==> src/rtl/spi_flash_seq.sv <==
// spi_flash_seq: SPI NOR flash command sequencer; PROGRAM support is built only when SPI_FLASH_SEQ_PROG_EN is defined
module spi_flash_seq #(
    parameter int LEN_W      = 8,
    parameter int CS_GAP_CYC = 4
) (
    input  logic             clk,
    input  logic             rst_n,
    input  logic             cmd_valid,
    output logic             cmd_ready,
    input  logic [1:0]       cmd_op,
    input  logic [23:0]      cmd_addr,
    input  logic [LEN_W-1:0] cmd_len,
    output logic [7:0]       rd_data,
    output logic             rd_valid,
    input  logic [7:0]       wr_data,
    input  logic             wr_valid,
    output logic             wr_ready,
    output logic             done,
    output logic             err,
    output logic             cs_n,
    output logic             byte_req,
    output logic [7:0]       byte_tx,
    input  logic             byte_done,
    input  logic [7:0]       byte_rx
);
    localparam int GW = $clog2(CS_GAP_CYC + 1);
    localparam logic [GW-1:0] GAP_LAST = GW'(CS_GAP_CYC - 1);
    localparam logic [GW-1:0] GAP_ONE = GW'(1);
    localparam logic [LEN_W:0] C1 = (LEN_W + 1)'(1);
    localparam logic [LEN_W:0] C2 = (LEN_W + 1)'(2);
    localparam logic [3:0] S_IDLE = 4'd0, S_ERR = 4'd1, S_CS_ON = 4'd2, S_OPC = 4'd3,
                           S_ADDR = 4'd4, S_DATA = 4'd5, S_FIN = 4'd6, S_GAP = 4'd7, S_POLL = 4'd8;

    logic [3:0]       state_q, state_d;
    logic [1:0]       op_q, op_d;
    logic [23:0]      addr_q, addr_d;
    logic [LEN_W-1:0] len_q, len_d;
    logic [LEN_W:0]   cnt_q, cnt_d;
    logic [GW-1:0]    gap_q, gap_d;
    logic             sent_q, sent_d, byte_req_q, byte_req_d, rd_valid_q, rd_valid_d;
    logic [7:0]       byte_tx_q, byte_tx_d, rd_data_q, rd_data_d, opc, tx_val;
    logic             byte_st, wr_phase, issue, fin;

`ifdef SPI_FLASH_SEQ_PROG_EN
    // ph_q tracks the program sub-sequence: 1=WREN, 2=page write, 3=status poll
    logic [1:0] ph_q, ph_d;
    assign wr_phase = state_q == S_DATA && op_q == 2'd2;
    assign opc = op_q == 2'd0 ? 8'h9F : op_q == 2'd1 ? 8'h03 :
                 ph_q == 2'd1 ? 8'h06 : ph_q == 2'd2 ? 8'h02 : 8'h05;
`else
    assign wr_phase = 1'b0;
    assign opc = op_q == 2'd0 ? 8'h9F : 8'h03;
`endif

    assign byte_st = state_q inside {S_OPC, S_ADDR, S_DATA, S_POLL};
    assign tx_val = state_q == S_OPC ? opc :
                    state_q == S_ADDR ? (cnt_q == '0 ? addr_q[23:16] : cnt_q == C1 ? addr_q[15:8] : addr_q[7:0]) :
                    wr_phase ? wr_data : 8'h00;
    // One byte in flight at a time: issue only when nothing is outstanding
    assign issue = byte_st && !sent_q && (!wr_phase || wr_valid);
    assign fin = byte_st && sent_q && byte_done;

    assign cmd_ready = state_q == S_IDLE;
    assign done = state_q == S_FIN || state_q == S_ERR;
    assign err = state_q == S_ERR;
    assign cs_n = !(state_q inside {S_CS_ON, S_OPC, S_ADDR, S_DATA, S_POLL});
    assign wr_ready = wr_phase && !sent_q;
    assign byte_req = byte_req_q;
    assign byte_tx = byte_tx_q;
    assign rd_valid = rd_valid_q;
    assign rd_data = rd_data_q;

    always_comb begin
        state_d = state_q;
        op_d = op_q;
        addr_d = addr_q;
        len_d = len_q;
        cnt_d = cnt_q;
        gap_d = gap_q;
        sent_d = issue ? 1'b1 : fin ? 1'b0 : sent_q;
        byte_req_d = issue;
        byte_tx_d = issue ? tx_val : byte_tx_q;
        rd_valid_d = fin && state_q == S_DATA && !wr_phase;
        rd_data_d = rd_valid_d ? byte_rx : rd_data_q;
`ifdef SPI_FLASH_SEQ_PROG_EN
        ph_d = ph_q;
`endif
        case (state_q)
            S_IDLE: if (cmd_valid) begin
                op_d = cmd_op;
                addr_d = cmd_addr;
                len_d = cmd_len;
`ifdef SPI_FLASH_SEQ_PROG_EN
                state_d = cmd_op == 2'd3 ? S_ERR : S_CS_ON;
                ph_d = cmd_op == 2'd2 ? 2'd1 : 2'd0;
`else
                state_d = cmd_op[1] ? S_ERR : S_CS_ON;
`endif
            end
            S_ERR: state_d = S_IDLE;
            S_FIN: state_d = S_GAP;
            S_CS_ON: state_d = S_OPC;
            S_OPC: if (fin) begin
`ifdef SPI_FLASH_SEQ_PROG_EN
                if (ph_q == 2'd1) begin
                    state_d = S_GAP;
                    ph_d = 2'd2;
                end else if (ph_q == 2'd3) state_d = S_POLL;
                else
`endif
                if (op_q == 2'd0) begin
                    state_d = S_DATA;
                    cnt_d = C2;
                end else begin
                    state_d = S_ADDR;
                    cnt_d = '0;
                end
            end
            S_ADDR: if (fin) begin
                cnt_d = cnt_q == C2 ? {1'b0, len_q} : cnt_q + C1;
                state_d = cnt_q == C2 ? S_DATA : S_ADDR;
            end
            S_DATA: if (fin) begin
                cnt_d = cnt_q - C1;
                state_d = cnt_q != '0 ? S_DATA : wr_phase ? S_GAP : S_FIN;
`ifdef SPI_FLASH_SEQ_PROG_EN
                if (cnt_q == '0 && wr_phase) ph_d = 2'd3;
`endif
            end
`ifdef SPI_FLASH_SEQ_PROG_EN
            S_POLL: if (fin && !byte_rx[0]) begin
                state_d = S_FIN;
                ph_d = 2'd0;
            end
`endif
            S_GAP: begin
                gap_d = gap_q == GAP_LAST ? '0 : gap_q + GAP_ONE;
`ifdef SPI_FLASH_SEQ_PROG_EN
                if (gap_q == GAP_LAST) state_d = ph_q != 2'd0 ? S_CS_ON : S_IDLE;
`else
                if (gap_q == GAP_LAST) state_d = S_IDLE;
`endif
            end
            default: state_d = S_IDLE;
        endcase
    end

    always_ff @(posedge clk or negedge rst_n) begin
        if (!rst_n) begin
            state_q <= S_GAP;
            op_q <= '0;
            addr_q <= '0;
            len_q <= '0;
            cnt_q <= '0;
            gap_q <= '0;
            sent_q <= 1'b0;
            byte_req_q <= 1'b0;
            byte_tx_q <= '0;
            rd_valid_q <= 1'b0;
            rd_data_q <= '0;
`ifdef SPI_FLASH_SEQ_PROG_EN
            ph_q <= '0;
`endif
        end else begin
            state_q <= state_d;
            op_q <= op_d;
            addr_q <= addr_d;
            len_q <= len_d;
            cnt_q <= cnt_d;
            gap_q <= gap_d;
            sent_q <= sent_d;
            byte_req_q <= byte_req_d;
            byte_tx_q <= byte_tx_d;
            rd_valid_q <= rd_valid_d;
            rd_data_q <= rd_data_d;
`ifdef SPI_FLASH_SEQ_PROG_EN
            ph_q <= ph_d;
`endif
        end
    end
endmodule

==> config.mk <==
export PLATFORM = sky130hd
export DESIGN_NAME = spi_flash_seq
export DESIGN_NICKNAME = d
export VERILOG_FILES = /design/src/rtl/spi_flash_seq.sv
export SDC_FILE = /design/constraint.sdc
export NUM_CORES = 1
export LEC_CHECK = 0
export BUFFER_PORTS_ARGS = -buffer_cell sky130_fd_sc_hd__buf_2
export CAP_MARGIN = 20
export CORE_ASPECT_RATIO = 0.8
export CORE_MARGIN = 1
export CORE_UTILIZATION = 45
export CTS_BUF_LIST = sky130_fd_sc_hd__clkbuf_16
export DETAILED_ROUTE_END_ITERATION = 6
export PLACE_DENSITY = 0.75
export RECOVER_POWER = 25
export SETUP_SLACK_MARGIN = 0.4
export SLEW_MARGIN = 20
export SYNTH_ARGS = -nofsm -noshare
export SYNTH_HDL_FRONTEND = slang
export SYNTH_SLANG_ARGS = --single-unit
==> constraint.sdc <==
create_clock -name clk -period 6.95 [get_ports clk]
set_clock_uncertainty 0.1 [all_clocks]
set_input_delay 1.0425 -clock clk [delete_from_list [all_inputs] [get_ports clk]]
set_output_delay 1.0425 -clock clk [all_outputs]
set_load 0.02 [all_outputs]
==> reports/results.ini, run 1 <==
[run_status]
outcome=completed

[setup_path]
crit_chain=nand2b_1 -> or2_2 -> nor2_1 -> mux2_2
end_kind=flop
reg2reg_slack_ns=4.08
cp.buffers_inverters=0
r2r_cells=4
timing.rr.end=rd_data[7]
crit_family=simple AND/OR/NAND/NOR gates
r2r_start=state_q[2]
cp.required_ns=7.06
setup.worst_path.class=reg2reg
worst_path_max_delay_cell=dfstp_1
path_max_fanout=17
cp-start-kind=flop
slowest_delay_ns=0.83
crit_arrival_ns=2.98

[synth]
synth_top_area_frac=0.464
yosys.area_share.simple=0.149
ys_ff_latch=68
synth.area.top_cells=dfrtp_1 46%, mux2_2 13%, a21oi_1 3.1%, o21ai_0 2.4%, dfstp_2 2.2%
synthArstFlopShare=1.00
synth_xor_area_frac=0.0125
synth_top_flop_cell=dfrtp_1
synth-edff-count=0
synth-adder-area-share=0.0214
yosys-mux-area-fraction=0.138
synthCells=326
synth_common_cells=65 x dfrtp_1, 42 x mux2_2, 22 x a21oi_1, 19 x nor2_1, 17 x o21ai_0
synth_top_family_by_area=compound AO/OA/AOI/OAI gates
avgSynthCellArea_um2=10.8
synth.most_common_cell=dfrtp_1
yosysWarnings=0
syn_nets=387
synth.cell_area_um2=3510
yosysTopAreaCell=dfrtp_1
synth_compound_area_frac=0.149
synth_cell_types=54
ys_seq_area_frac=0.486

[clock_tree]
clk_path_buf_depth=2
clk-insertion-delay-late_ns=0.33
path_clk_slew_ns=0.05
root_buffer=clkbuf_16
ctsHoldBuffers=0
postCtsSetupBuffers=0
h-tree-depth=3
cts_tree=built
cts_made_buffers=9
ctsResizeCount=0
clock_sink_count=68

[drt]
num_vias=2728
drc=0
drt_iter0_drc=229
wl_per_cell_um=15.6
drt_pass1_iterations=4
ant_nets=0
postRouteWirelength_um=7610
viasPerCell=5.58

[die]
die_h_um=80.9
fp.dieW_um=101
start_util=0.470
rows=28
core_region_area_um2=7460
io-pin-count=78
die_area_um2=8150

[placed_design]
hpwl_um=5360
placed_area_um2=3860
gp_congestion=0.886
port_buffers=67

[finish]
synthToLayoutAreaGrowth_pct=18.5
design_area_um2=4160
nets=441
nFillCells=637
diodes=0
drive_above_1_share=0.359

[hold_path]
hold_path.class=reg2reg
hold_end=gap_q[2]
min_path_cells=1
hold_start=gap_q[2]

[timing]
fmax_mhz=348
period_share=0.414
tns_ns=0
slew_headroom=0.300
slew_violations=0
finalHoldViolCount=0
worstMarginPinSlew_ns=1.05
rsz0062_at_grt=false
layout_min_cycle_time_ns=2.87
final-setup-viol-count=0

[flow_run]
cap_violations=0

[global_routing]
use_met2=0.318
use_met3=0.0439
antenna_found_initial=0
grt_max_degree=69
grtUsageMet1=0.296
grt_busiest_layer=met2
overflow=0
grt_pass1_wl_um=13000
grt_pass1_vias=2610
track_usage=0.209

[power_and_ir_drop]
power_density_nw_per_um2=501
leakage_nw=1.80
vdd_ir_drop_max_v=0.000222

==> per-layer routing <==
layer | wire [um] | share of wire
met1 | 3810 | 0.50
met3 | 346 | 0.045
met5 | 0 | 0
met2 | 3390 | 0.45
met4 | 63 | 0.0083
==> stage by stage <==
stage                     instances  setup WS, ns  hold slack (ns)  utilization  power (mW)
after floorplan                 326          4.43            0.349            -        1.43
after global placement          474          4.13            0.361        0.517        1.60
after detailed placement        474          4.15            0.381        0.518        1.64
after CTS                       489          4.16            0.393        0.557        2.09
after global routing            489          3.88            0.414        0.557        2.23
final                           489          4.08            0.390        0.557        2.08
==> state kept, by name, summed over array words and instances, names as in the netlist <==
register / count
rd_valid: 1
byte_tx: 8
len_q: 8
sent_q: 1
rd_data: 8
cnt_q: 9
state_q: 3
byte_req: 1
gap_q: 3
op_q: 2
addr_q: 24
==> cells by family after synthesis <==
kind of cell	count (synthesis)
simple gates	94
compound gates	77
flops	68
mux	43
buf+inv	32
fa+ha+maj	6
xor+xnor	5
other cells	1
==> area by class of cell <==
| class | instances | area [um2] | area share |
|---|---|---|---|
| Sequential cell | 68 | 1710 | 0.410 |
| Multi-Input combinational cell | 226 | 1650 | 0.398 |
| Timing Repair Buffer | 69 | 350 | 0.0843 |
| Clock buffer | 9 | 225 | 0.0542 |
| Tap cell | 105 | 131 | 0.0316 |
| Clock inverter | 6 | 66.3 | 0.0160 |
| Inverter | 6 | 22.5 | 0.00542 |
==> cell usage in the layout, fill, tap and decap left out, types with 3 or more instances in the layout <==
cell type / n
o32a_2: 4
nor3_1: 4
ha_1: 6
o31ai_1: 3
o2111ai_1: 4
nor2_1: 19
clkinvlp_4: 3
a21oi_1: 22
nand2b_1: 7
o21ai_0: 17
nand3_1: 7
and3_1: 5
mux2_2: 42
o32ai_1: 4
inv_1: 6
dfrtp_1: 65
nor3b_1: 6
clkbuf_16: 9
buf_2: 67
nand2_1: 15
nor4_1: 5
xnor2_1: 4
or3_1: 4
or2_2: 3
nand3b_1: 8
==> worst max path at each step <==
stage | from | endpoint | slack [ns] | depth (start not counted)
6_report | state_q[2] | rd_data[7] | 4.08 | 4
5_1_grt | state_q[2] | cnt_q[6] | 3.88 | 5
4_1_cts | cnt_q[4] | byte_tx[1] | 4.16 | 5
3_5_place_dp | byte_done | cnt_q[5] | 4.15 | 6
3_3_place_gp | cnt_q[4] | cnt_q[6] | 4.13 | 5
2_1_floorplan | state_q[0] | done | 4.43 | 3
==> where the power goes <==
group	internal [mW]	leakage, nW	switching (mW)
logic	0.389	0.851	0.489
clock network	0.275	0.134	0.166
registers	0.592	0.817	0.171
total	1.26	1.80	0.826
No activity file was read; power rests on OpenSTA's default activity.
==> run 2, diff against run 1 <==
==> constraint.sdc (replaced) <==
create_clock -name clk -period 2.75 [get_ports clk]
set_clock_uncertainty 0.1 [all_clocks]
set_input_delay 0.4125 -clock clk [delete_from_list [all_inputs] [get_ports clk]]
set_output_delay 0.4125 -clock clk [all_outputs]
set_load 0.02 [all_outputs]
==> reports/results.ini, run 2 (synthesized netlist as in run 1, its figures left out) <==
[run_status]
outcome=completed

[setup_path]
slowest_delay_ns=0.60
r2r_start=cnt_q[5]
setup.worst_path.class=reg2reg
worst_path_max_delay_cell=or4_4
crit_arrival_ns=2.42
r2r_cells=5
path_max_fanout=11
cp-start-kind=flop
cp.required_ns=2.87
end_kind=flop
crit_chain=or4_4 -> or2_4 -> o32ai_1 -> nor4_1 -> o32a_1
worstSetupStartpoint=cnt_q[5]

[die]
io-pin-count=78
core_region_area_um2=7460
fp.dieW_um=101
rows=28
die_h_um=80.9
die_area_um2=8150
start_util=0.470

[global_routing]
grt_max_degree=35
track_usage=0.221
grt_pass1_vias=2622
antenna_found_initial=0
overflow=0
grt_pass1_wl_um=13500

[hold_path]
hold_path.class=in2reg
hold_start=cmd_len[5]
min_path_cells=2

[finish]
drive_above_1_share=0.328
layout_common_cells=64 x dfrtp_1, 48 x buf_2, 42 x mux2_2, 21 x a21oi_1
synthToLayoutAreaGrowth_pct=20.2
reg_top3=addr_q x24, cnt_q x9
top_register=addr_q
final_core_util=0.565
diodes=0
design_area_um2=4210
layout_commonest_cell=dfrtp_1
final_cells=498
largest_reg_flops=24
nets=449

[drt]
drt_pass1_iterations=4
viasPerCell=5.60
wl_per_cell_um=15.8
ant_nets=0
drt_iter0_drc=245
postRouteWirelength_um=7880
num_vias=2789
drc=0

[timing]
layout_min_cycle_time_ns=2.29
setup_ws_ns=0.457
hold_ws_ns=0.204
slew_headroom=0.253
rsz0062_at_grt=true
worstMarginPinSlew_ns=1.12
period_share=0.834
fmax_mhz=436
slew_violations=0
final-setup-viol-count=0
finalHoldViolCount=0
tns_ns=0

[placed_design]
dpl_worst_slack_ns=0.372
dp.cells=481
port_buffers=67
gp_congestion=0.883
placed_area_um2=3910
hpwl_um=5600

[power_and_ir_drop]
vdd_ir_drop_max_v=0.000503
leakage_nw=1.80
power_density_nw_per_um2=1280
power.total_mw=5.39

[clock_tree]
cts_tree=built
h-tree-depth=3
cts_made_buffers=9
clock_sink_count=68
root_buffer=clkbuf_16
clk_path_buf_depth=2
clk-insertion-delay-late_ns=0.34
path_clk_slew_ns=0.06

[flow_run]
cap_violations=0

-- run 2: changes by cell type in the layout (fill, tap and decap cells not counted), moves of 2 or more --
cell        previous run  this run
inv_6                  0         2
clkinvlp_4             3         1
clkbuf_1               0        19
buf_2                 67        48
buf_4                  2         9
-- run 2: report_power, final --
| part | total, mW | switching, mW | internal (mW) |
|---|---|---|---|
| Clock | 1.16 | 0.448 | 0.707 |
| Combinational | 2.29 | 1.27 | 1.02 |
| Sequential | 1.95 | 0.442 | 1.50 |
-- run 2: area by class of cell --
class	count	area [um2]
Inverter	6	22.5
Timing Repair Buffer	77	389
Fill cell	653	3250
Sequential cell	68	1710
Clock inverter	7	76.3
Clock buffer	9	225
Multi-Input combinational cell	226	1660
Tap cell	105	131
-- run 2: per-layer routing --
metal	routed length, um	up-vias	global-route usage
li1	-	1334	-
met5	0	-	0
met4	125	0	0.0841
met1	3680	1348	0.304
met2	3590	97	0.337
met3	484	10	0.0551
-- run 2: repair_timing --
item / CTS / global route
cloned: 0 / 0
gates resized for setup: 1 / 5
hold buffers: 1 / 0
buffers inserted: 0 / 0
setup endpoints to repair: 2 / 13
hold endpoints to repair: 16 / 0
-- run 2: final timing paths --
| path | to | slack (ns) |
|---|---|---|
| worst min register to register | gap_q[2] | 0.38 |
| worst max-delay path | byte_tx[1] | 0.46 |
| worst max register to register | byte_tx[1] | 0.46 |
| worst min-delay path | len_q[5] | 0.20 |
| max in group asynchronous | cnt_q[4] | 0.89 |
| min in group asynchronous | gap_q[0] | 0.71 |
-- run 2: critical path, delay by kind of cell, from the launching register on --
family,cells,cell delay [ns]
DFF,1,0.48
AOI/OAI and AO/OA,2,0.57
and+or+nand+nor,3,1.02
==> run 3, diff against run 2 <==
--- a/config.mk
+++ b/config.mk
@@ -5,6 +5,7 @@
 export SDC_FILE = /design/constraint.sdc
 export NUM_CORES = 1
 export LEC_CHECK = 0
+export ABC_AREA = 1
 export BUFFER_PORTS_ARGS = -buffer_cell sky130_fd_sc_hd__buf_2
 export CAP_MARGIN = 20
 export CORE_ASPECT_RATIO = 0.8
@@ -12,7 +13,7 @@
 export CORE_UTILIZATION = 45
 export CTS_BUF_LIST = sky130_fd_sc_hd__clkbuf_16
 export DETAILED_ROUTE_END_ITERATION = 6
-export PLACE_DENSITY = 0.75
+export PLACE_DENSITY = 0.77
 export RECOVER_POWER = 25
 export SETUP_SLACK_MARGIN = 0.4
 export SLEW_MARGIN = 20
==> constraint.sdc (replaced) <==
create_clock -name clk -period 2.1 [get_ports clk]
set_clock_uncertainty 0.1 [all_clocks]
set_input_delay 0.315 -clock clk [delete_from_list [all_inputs] [get_ports clk]]
set_output_delay 0.315 -clock clk [all_outputs]
set_load 0.02 [all_outputs]
==> reports/results.ini, run 3 <==
[run_status]
outcome=completed

[synth]
ys_ff_latch=68
synth.most_common_cell=nand2_1
synth_top_flop_cell=dfrtp_1
syn_nets=519
synthCells=458
synth_top_area_frac=0.440
synth.cell_area_um2=3700
avgSynthCellArea_um2=8.07
yosysTopAreaCell=dfrtp_1
synth_common_cells=110 x nand2_1, 65 x dfrtp_1, 62 x nor2_1, 47 x inv_1, 41 x a21oi_1
synth_cell_types=28
synth.area.top_cells=dfrtp_1 44%, nand2_1 11%, nor2_1 6.3%, a21oi_1 5.6%, nand3_1 5.3%
synthArstFlopShare=1.00
ys_seq_area_frac=0.461
synth-edff-count=0
yosysWarnings=0

[clock_tree]
clock_sink_count=68
cts_made_buffers=9
clk_path_buf_depth=2
clk-insertion-delay-late_ns=0.33
h-tree-depth=3
path_clk_slew_ns=0.06
root_buffer=clkbuf_16
cts_tree=built

[setup_path]
r2r_cells=12
timing.rr.end=cnt_q[1]
worstSetupStartpoint=state_q[2]
crit_arrival_ns=1.52
cp.required_ns=1.68
path_max_fanout=4
critPathCapture=cs_n
end_kind=primary output
cp-start-kind=flop
reg2reg_slack_ns=0.17
setup.worst_path.class=reg2out
r2r_start=state_q[2]

[timing]
rsz0062_at_grt=true
period_share=0.922
slew_headroom=0.567
final-setup-viol-count=0
setup_ws_ns=0.163
worstMarginPinSlew_ns=0.649
layout_min_cycle_time_ns=1.94
fmax_mhz=516
slew_violations=0
finalHoldViolCount=0
tns_ns=0

[die]
start_util=0.465
die_h_um=83.1
rows=29
core_region_area_um2=7950
io-pin-count=78
die_area_um2=8580
fp.dieW_um=103

[finish]
largest_reg_flops=24
drive_above_1_share=0.411
diodes=0
reg_top3=addr_q x24, cnt_q x9
top_register=addr_q
synthToLayoutAreaGrowth_pct=41.5
design_area_um2=5230
layout_commonest_cell=nand2_1
nets=633
layout_common_cells=100 x nand2_1, 63 x buf_2, 61 x dfrtp_1, 49 x nor2_1, 39 x inv_1

[drt]
postRouteWirelength_um=11200
drt_pass1_iterations=5
wl_per_cell_um=16.3
num_vias=3675
viasPerCell=5.36
drt_iter0_drc=315
drc=0
ant_nets=0

[placed_design]
gp_congestion=0.887
dpl_worst_slack_ns=0.217
hpwl_um=6210
port_buffers=67
placed_area_um2=4160

[global_routing]
grt_pass1_wl_um=16000
antenna_found_initial=0
grt_pass1_vias=3444
overflow=0
track_usage=0.242
grt_max_degree=26

[power_and_ir_drop]
power.total_mw=8.22
vdd_ir_drop_max_v=0.00106
leakage_nw=2.65
power_density_nw_per_um2=1570

[hold_path]
hold_path.class=in2reg

[flow_run]
cap_violations=0

==> run 3: cell types whose count changed after synthesis, sizes merged, moves of 21 or more <==
cell / delta
mux2: -24
nand3: +35
nand2: +100
a21oi: +21
nor2: +51
inv: +50
==> run 3: worst min path at each step <==
stage                            start    endpoint  slack [ns]  cells after the start
after global routing      cmd_addr[14]  addr_q[14]        0.11                      2
after floorplan                  rst_n   addr_q[0]       -0.08                      0
after CTS                   cmd_len[6]    len_q[6]        0.10                      2
final                       cmd_len[6]    len_q[6]        0.11                      2
after global placement           rst_n  addr_q[12]        0.25                      1
after detailed placement         rst_n  addr_q[12]        0.25                      1
==> run 3: layer usage <==
layer | track usage | share of wire | vias up
met5 | 0 | 0 | -
met4 | 0.0666 | 0.028 | 0
met3 | 0.0707 | 0.080 | 44
met2 | 0.387 | 0.49 | 192
met1 | 0.318 | 0.40 | 1750
li1 | - | - | 1689
==> run 3: per-stage QoR <==
step / utilization / hold slack (ns) / instances
6_report: 0.658 / 0.109 / 685
5_1_grt: 0.658 / 0.108 / 685
2_1_floorplan: - / -0.0806 / 458
3_5_place_dp: 0.524 / 0.250 / 628
4_1_cts: 0.595 / 0.103 / 662
3_3_place_gp: 0.524 / 0.251 / 628
==> run 3: repair_timing <==
action / 4_1_cts / 5_1_grt
resized for setup: 25 / 87
setup endpoints to repair: 56 / 64
endpoints found under the hold margin: 21 / 0
pin swaps: 7 / 21
hold buffers: 1 / 0
setup buffers: 16 / 21
cloned: 1 / 2
==> run 3: cell type report <==
| type | count | area (um2) |
|---|---|---|
| timing repair buffer | 114 | 880 |
| clock inverter | 7 | 67.6 |
| inverter | 57 | 240 |
| fill | 576 | 2720 |
| tap | 108 | 135 |
| clock buffer | 9 | 225 |
| sequential | 68 | 1710 |
| multi-input combinational | 322 | 1970 |
==> run 3: kinds of logic (layout without fill, tap and decap cells) <==
logic type / count (synthesis) / after routing / synth area share
fa+ha+maj: 6 / 6 / 0.0203
flops: 68 / 68 / 0.461
other cells: 1 / 1 / 0.00101
simple gates: 234 / 235 / 0.280
buf+inv: 69 / 187 / 0.0843
mux: 18 / 18 / 0.0650
compound gates: 60 / 60 / 0.0833
xor+xnor: 2 / 2 / 0.00474
==> run 3: power breakdown <==
part           internal, mW  switching (mW)  leakage, nW
Clock                 0.912           0.583        0.139
Sequential             1.95           0.464        0.789
Combinational          1.82            2.49         1.72
==> run 3: critical path, stage by stage (launching register included) <==
cell and delay [ns]:
dfstp_2 0.60, buf_4 0.16, buf_6 0.10, nand2_4 0.06, nand3_4 0.09, nor2_2 0.05
buf_6 0.12
